$ cat config.mk
export PLATFORM = sky130hd
export DESIGN_NAME = axis_spi_controller
export DESIGN_NICKNAME = d
export VERILOG_FILES = /design/src/rtl/axis_spi_controller.sv
export SDC_FILE = /design/constraint.sdc
export NUM_CORES = 1
export LEC_CHECK = 0
export CORE_UTILIZATION = 47
export CTS_CLUSTER_SIZE = 28
export DETAILED_ROUTE_END_ITERATION = 7
export PLACE_DENSITY = 0.72
export SETUP_SLACK_MARGIN = 0.02
export SLEW_MARGIN = 20
export SYNTH_ARGS = -nofsm -noshare
export SYNTH_HDL_FRONTEND = slang
export SYNTH_SLANG_ARGS = --single-unit
$ cat constraint.sdc
create_clock -name clock -period 1.6 [get_ports clock]
set_input_delay 0.32 -clock clock [delete_from_list [all_inputs] [get_ports clock]]
set_output_delay 0.32 -clock clock [all_outputs]
set_load 0.01 [all_outputs]
$ cat src/rtl/axis_spi_controller.sv
// axis_spi_controller: mode-0 SPI initiator moving AXI4-Stream bytes out on MOSI and MISO bytes back.
// Optional mid-frame idle timeout is built only when AXIS_SPI_CONTROLLER_TIMEOUT_EN is defined.
module axis_spi_controller #(
   parameter int CLK_DIV      = 4,
   parameter int IDLE_TIMEOUT = 1024
) (
   input  logic       clock,
   input  logic       reset,
   output logic       SCK,
   output logic       SSEL,
   output logic       MOSI,
   input  logic       MISO,
   input  logic       s_tvalid,
   output logic       s_tready,
   input  logic       s_tlast,
   input  logic [7:0] s_tdata,
   output logic       m_tvalid,
   input  logic       m_tready,
   output logic       m_tlast,
   output logic [7:0] m_tdata,
   output logic       timeout_o
);
   localparam logic [1:0] ST_IDLE  = 2'd0;
   localparam logic [1:0] ST_SHIFT = 2'd1;
   localparam logic [1:0] ST_NEXT  = 2'd2;
   localparam logic [1:0] ST_END   = 2'd3;
   localparam int DW = $clog2(CLK_DIV + 1);

   generate
      if (CLK_DIV < 2 || IDLE_TIMEOUT < 1) begin : g_bad_param
         $error("axis_spi_controller: CLK_DIV must be >= 2 and IDLE_TIMEOUT >= 1");
      end
   endgenerate

   logic [1:0]    state_q, state_d;
   logic [DW-1:0] div_q, div_d;
   logic [3:0]    half_q, half_d;
   logic [7:0]    tx_q, tx_d;
   logic [7:0]    rx_q, rx_d;
   logic          last_q, last_d;
   logic          sck_q, sck_d;
   logic          ssel_q, ssel_d;
   logic          mosi_q, mosi_d;
   logic          rdy_q;
   logic          m_valid_q, m_valid_d;
   logic          m_last_q, m_last_d;
   logic [7:0]    m_data_q, m_data_d;
   logic          s_hs;
   logic          to_expire;

   // Only accept a byte when the receive register is guaranteed free at its completion.
   assign s_tready  = rdy_q && (state_q == ST_IDLE || state_q == ST_NEXT) && (!m_valid_q || m_tready);
   assign s_hs      = s_tvalid && s_tready;
   assign SCK       = sck_q;
   assign SSEL      = ssel_q;
   assign MOSI      = mosi_q;
   assign m_tvalid  = m_valid_q;
   assign m_tlast   = m_last_q;
   assign m_tdata   = m_data_q;

`ifdef AXIS_SPI_CONTROLLER_TIMEOUT_EN
   localparam int TW = $clog2(IDLE_TIMEOUT + 1);
   logic [TW-1:0] to_q, to_d;
   logic          timeout_q, timeout_d;

   assign to_expire = (state_q == ST_NEXT) && !s_hs && (to_q == TW'(IDLE_TIMEOUT - 1));
   assign timeout_o = timeout_q;

   always_comb begin
      to_d      = to_q + TW'(1);
      timeout_d = 1'b0;
      if (state_q != ST_NEXT || s_hs) begin
         to_d = '0;
      end else if (to_expire) begin
         to_d      = '0;
         timeout_d = 1'b1;
      end
   end

   always_ff @(posedge clock or posedge reset) begin
      if (reset) begin
         to_q      <= '0;
         timeout_q <= 1'b0;
      end else begin
         to_q      <= to_d;
         timeout_q <= timeout_d;
      end
   end
`else
   assign to_expire = 1'b0;
   assign timeout_o = 1'b0;
`endif

   always_comb begin
      state_d   = state_q;
      div_d     = div_q;
      half_d    = half_q;
      tx_d      = tx_q;
      rx_d      = rx_q;
      last_d    = last_q;
      sck_d     = sck_q;
      ssel_d    = ssel_q;
      mosi_d    = mosi_q;
      m_valid_d = m_valid_q && !m_tready;
      m_last_d  = m_last_q;
      m_data_d  = m_data_q;
      case (state_q)
         ST_IDLE, ST_NEXT: begin
            if (s_hs) begin
               state_d = ST_SHIFT;
               div_d   = '0;
               half_d  = '0;
               tx_d    = {s_tdata[6:0], 1'b0};
               mosi_d  = s_tdata[7];
               last_d  = s_tlast;
               ssel_d  = 1'b0;
            end else if (to_expire) begin
               state_d = ST_END;
               div_d   = '0;
            end
         end
         ST_SHIFT: begin
            if (div_q == DW'(CLK_DIV - 1)) begin
               div_d  = '0;
               half_d = half_q + 4'd1;
               if (!half_q[0]) begin
                  sck_d = 1'b1;
                  rx_d  = {rx_q[6:0], MISO};
               end else begin
                  sck_d = 1'b0;
                  // Last falling edge: hand the byte over, MOSI keeps its final bit.
                  if (half_q == 4'd15) begin
                     m_data_d  = rx_q;
                     m_last_d  = last_q;
                     m_valid_d = 1'b1;
                     state_d   = last_q ? ST_END : ST_NEXT;
                  end else begin
                     mosi_d = tx_q[7];
                     tx_d   = {tx_q[6:0], 1'b0};
                  end
               end
            end else begin
               div_d = div_q + DW'(1);
            end
         end
         ST_END: begin
            // First END cycle is SSEL hold; the remaining CLK_DIV cycles are SSEL-high guard.
            ssel_d = 1'b1;
            if (div_q == DW'(CLK_DIV)) begin
               div_d   = '0;
               state_d = ST_IDLE;
               mosi_d  = 1'b0;
            end else begin
               div_d = div_q + DW'(1);
            end
         end
         default: state_d = ST_IDLE;
      endcase
   end

   always_ff @(posedge clock or posedge reset) begin
      if (reset) begin
         state_q   <= ST_IDLE;
         div_q     <= '0;
         half_q    <= '0;
         tx_q      <= '0;
         rx_q      <= '0;
         last_q    <= 1'b0;
         sck_q     <= 1'b0;
         ssel_q    <= 1'b1;
         mosi_q    <= 1'b0;
         rdy_q     <= 1'b0;
         m_valid_q <= 1'b0;
         m_last_q  <= 1'b0;
         m_data_q  <= '0;
      end else begin
         state_q   <= state_d;
         div_q     <= div_d;
         half_q    <= half_d;
         tx_q      <= tx_d;
         rx_q      <= rx_d;
         last_q    <= last_d;
         sck_q     <= sck_d;
         ssel_q    <= ssel_d;
         mosi_q    <= mosi_d;
         rdy_q     <= 1'b1;
         m_valid_q <= m_valid_d;
         m_last_q  <= m_last_d;
         m_data_q  <= m_data_d;
      end
   end
endmodule

# Word level (Yosys, flattened, before mapping)
# Cells that the tools add are included.
classes:
  n_eq_ne: 12
  add_sub_neg: 2
  bitwise_logic: 1
  n_reduce_logical: 21
  mux: 32
op_table:
  columns: ["cell", "count"]
  rows:
  - ["$mux 8", 4]
  - ["$pmux 8 s2", 1]
  - ["$reduce_and 5->1", 3]
  - ["$mux 1", 12]
  - ["$ne 2x2->1 const B", 6]
  - ["$mux 2", 5]
  - ["$mux 3", 3]
  - ["$pmux 3 s3", 1]
  - ["$mux 4", 2]
  - ["$pmux 4 s2", 1]
  - ["$pmux 2 s3", 1]
  - ["$reduce_and 2->1", 3]
  - ["$reduce_and 3->1", 2]
  - ["$add 4x1->4 const B", 1]
  - ["$eq 2x2->1 const B", 2]
  - ["$eq 4x4->1 const B", 1]
  - ["$logic_and 1x1->1", 4]
  - ["$reduce_and 4->1", 1]
  - ["$reduce_bool 2->1", 2]
  - ["$add 3x1->3 const B", 1]
  - ["$eq 3x2->1 const B", 1]
  - ["$eq 3x3->1 const B", 1]
  - ["$pmux 1 s3", 1]
  - ["$eq 2x1->1 const B", 1]
  - ["6 further kinds", 8]
totals:
  regBits: 40
  wordCells: 81
  in_bits: 14
  out_inout_bits: 15

# Logic depth before layout (Yosys ltp)
depth:
  depth_word: 7
  mapped_depth: 7
  ltp_nobuf: 6

# Worst setup path after synthesis
# OpenSTA, ideal clock, no wires.
synth_path:
  kind: "register to register"
  startpoint: "register div_q[0]"
  endpoint: "register tx_q[2]"
  arrival_ns: 1.592
  path_slack_ns: -0.117
  setup_ns: 0.125
  n_path_buf: 1
  synth_period_minus_slack_ns: 1.717
  stages_incl_launch_ff: 7
  path_cell_list: "dfrtp_1 > ha_1 > ha_1 > nand3b_1 > buf_4 > a21oi_4 > mux2_2"
synth_between:
  elab_chain_len: 3
synth_rtl:
  columns: ["element", "line", "rtl"]
  rows:
  - ["start, declared", "36", "logic [DW-1:0] div_q, div_d;"]
  - ["start signal, assigned", "178", "div_q <= div_d;"]
  - ["$eq 3x2->1", "123", "if (div_q == DW'(CLK_DIV - 1)) begin"]
  - ["$ne 2x2->1 (no line)", null, null]
  - ["$reduce_and 5->1 (no line)", null, null]
  - ["end signal, assigned", "180", "tx_q <= tx_d;"]
  - ["end, declared", "38", "logic [7:0] tx_q, tx_d;"]
# No other way between the ends.
# A chain may end at the register's enable or synchronous reset.

# Final worst setup path
layout_path:
  startpoint: "register div_q[1]"
  endpoint: "register tx_q[4]"
# Same word-level chain as after synthesis.

==> flow_summary.yaml <==
status:
  status: "complete, but fails checks"
  violations: "negative setup slack"
yosys:
  muxShareOfSynthArea: 0.202
  yosys.area_share.xor_xnor: 0.00491
  async_reset_ff_frac: 1.00
  synth_compound_area_frac: 0.0785
  yosysWarnings: 0
  synthDistinctLibCells: 31
  synth_area_leaders: "dfrtp_1 (53%), mux2_2 (17%), ha_1 (3.5%)"
  synth_top_family_by_area: "multiplexers"
  synth_top_area_cell: "dfrtp_1"
  synth_seq_cells: 39
  synth_nets: 158
  synth-edff-count: 0
  yosysSeqAreaShare: 0.547
  synth_common_cells: "dfrtp_1 (38), mux2_2 (27), inv_1 (9), o21ai_0 (9), nand3_1 (7)"
  synthAdderAreaFrac: 0.0350
  ys.flop_type: "dfrtp_1"
  syn_avg_cell_area_um2: 12.8
  synth.most_common_cell: "dfrtp_1"
  synth_top_area_frac: 0.533
  synth_area_mm2: 0.00179
  synth-simple-area-share: 0.0946
  synthCells: 139
power:
  power_density_mw_per_mm2: 1680
  power_frac_seq: 0.370
  power.switching_mw: 1.44
  leakagePower_nw: 1.22
  clockPowerShare: 0.138
  p_comb_frac: 0.492
  swShare: 0.326
  p_int_mw: 2.97
  irDropWorstVdd_uv: 1180
cts:
  cts_root_buf: "clkbuf_8"
  clk_pin_slew_ns: 0.07
  ctsLongestPathBuffers: 2
  clkLatencyLatePin_ns: 0.29
  cts_tree: "done"
  cts_hold_buf: 0
  clock-sinks: 39
  cts-buffers-inserted: 5
  cts.htree.levels: 2
job:
  drv_cap: 0
routing:
  drt_first_pass_iters: 4
  avgRoutedWirePerCell_um: 14.7
  wirelength_um: 3650
  detail-route-antenna-nets: 0
  num_vias: 1282
  viasPerCell: 5.17
  drt_iter0_markers: 49
  remaining_drc_errors: 0
grt:
  first_global_vias: 1373
  grt_max_degree: 40
  grt_pass1_wl_um: 6150
  grt_usage: 0.201
  grt_overflow_total: 0
  grt_antenna_before_repair: 0
critical_path:
  path_delay_family: "flip-flops"
  worstSetupPathType: "reg2reg"
  critical_path_buf_inv_count: 2
  startpoint_type: "flop"
  cpPeakStageDelay_ns: 0.40
  arrival_ns: 1.85
  worst_path_most_repeated_cell: "ha_4"
  required_ns: 1.77
  slowest_stage: "dfrtp_1"
  worst_setup_path_end_kind: "flop"
  cp_max_fo: 7
  crit_chain: "ha_4 -> ha_4 -> nand3b_1 -> buf_6 -> a21oi_4 -> buf_12 -> mux2_4"
sta:
  fmax_mhz: 594
  final_hold_viol_count: 0
  rsz0062_at_grt: "yes"
  finalCritPeriodShare: 1.05
  setup_viol: 27
  fin_crit_ns: 1.68
  finClkSkew_ns: 0.00935
  worst_slack_ns: -0.0847
  slew_viol_final: 0
  holdWs_ns: 0.412
finish:
  layout.nets: 219
  final_cells: 248
  finalInstanceArea_mm2: 0.00262
  fillers: 248
  multiInputGateArea_um2: 917
  antenna_cells: 0
  drive_above_1_share: 0.430
  regArea_um2: 978
  syn_to_final_growth_pct: 46.8
worst_hold_path:
  hp-class: "in2async"
floorplanning:
  ioPinCount: 29
  rows: 22
  design.die.area_mm2: 0.00405
  die_width_um: 63.6
  initial_core_util: 0.488
  coreArea_mm2: 0.00366
  fp.dieH_um: 63.6
place:
  numPortBuffers: 27
  dp_hpwl_um: 2340
  gp_congestion: 0.793
  dp_cells: 233
  place_area_mm2: 0.00232
worst min-delay path: stages:
cell and delay, ns:
clkdlybuf4s50_1 0.41, inv_1 0.10, buf_12 0.23
through the flow:
step	util	power (mW)	setup WS (ns)	TNS (ns)
after global placement	0.634	3.31	-0.337	-4.20
after floorplan	-	2.72	-0.0992	-0.725
after CTS	0.690	4.20	-0.102	-1.37
after detailed placement	0.634	3.39	-0.366	-5.14
final	0.716	4.41	-0.0847	-1.22
after global routing	0.716	4.71	-0.139	-2.99
cells by family (layout without fill, tap and decap cells):
group | count (synthesis) | count (layout)
buf+inv | 13 | 74
simple gates | 26 | 26
mux | 32 | 32
compound gates | 21 | 21
other cells | 2 | 2
fa+ha+maj | 5 | 5
xor+xnor | 1 | 1
flops | 39 | 39
layer usage:
layer / routed length [um] / global-route usage / vias up
met1: 1530 / 0.224 / 644
met3: 115 / 0.0562 / 8
met4: 50 / 0.0881 / 0
met5: 0 / 0 / -
li1: - / - / 608
met2: 1950 / 0.354 / 22
power groups by stage:
stage                     registers (mW)  clock network, mW  logic [mW]
after CTS                           1.61              0.628        1.96
after global routing                1.68              0.672        2.35
after global placement              1.60                  0        1.71
final                               1.63              0.608        2.17
after floorplan                     1.63                  0        1.08
after detailed placement            1.62                  0        1.77
flip-flops by register name, indices dropped and copies added (netlist names), 2 cells and up:
name,cells
half_q,4
div_q,3
rx_q,8
state_q,2
tx_q,7
m_tdata,8
cells in the final DEF, fill, tap and decap left out, drive strengths merged, types with 2 or more instances in the layout:
cell,synthesis,routed
dfrtp,38,38
conb,2,2
ha,5,5
a21oi,4,4
clkdlybuf4s50,0,25
nand2b,3,3
clkbuf,1,7
nand2,6,6
o21ai,9,9
buf,3,31
nand3,7,7
mux2,32,32
inv,9,9
nand3b,2,2
a31oi,2,2
nor2,4,4
a22o,2,2
timing repair:
item | in CTS | in global routing
pin swaps | 3 | 6
setup endpoints to repair | 29 | 28
buffers inserted | 4 | 5
hold endpoints to repair | 0 | 0
resized for setup | 24 | 17
cell type report:
class | count | area share
timing repair buffer | 58 | 0.212
inverter | 9 | 0.0129
sequential | 39 | 0.373
clock buffer | 7 | 0.0291
multi-input combinational | 87 | 0.350
tap | 48 | 0.0229
path summary, 6_finish.rpt:
path	start	to	slack (ns)	cells past startpoint
hold reg to reg	SCK$_DFFE_PP0P_	SCK$_DFFE_PP0P_	0.50	1
min in group clock	SCK$_DFFE_PP0P_	SCK$_DFFE_PP0P_	0.50	1
hold / removal	reset	rx_q[2]$_DFFE_PP0P_	0.41	3
max in group asynchronous	reset	SSEL$_DFFE_PP1P_	0.94	3
setup / recovery	div_q[1]$_DFFE_PP0P_	tx_q[4]$_DFFE_PP0P_	-0.08	7
setup reg to reg	div_q[1]$_DFFE_PP0P_	tx_q[4]$_DFFE_PP0P_	-0.08	7
No activity file was read; power rests on OpenSTA's default activity.
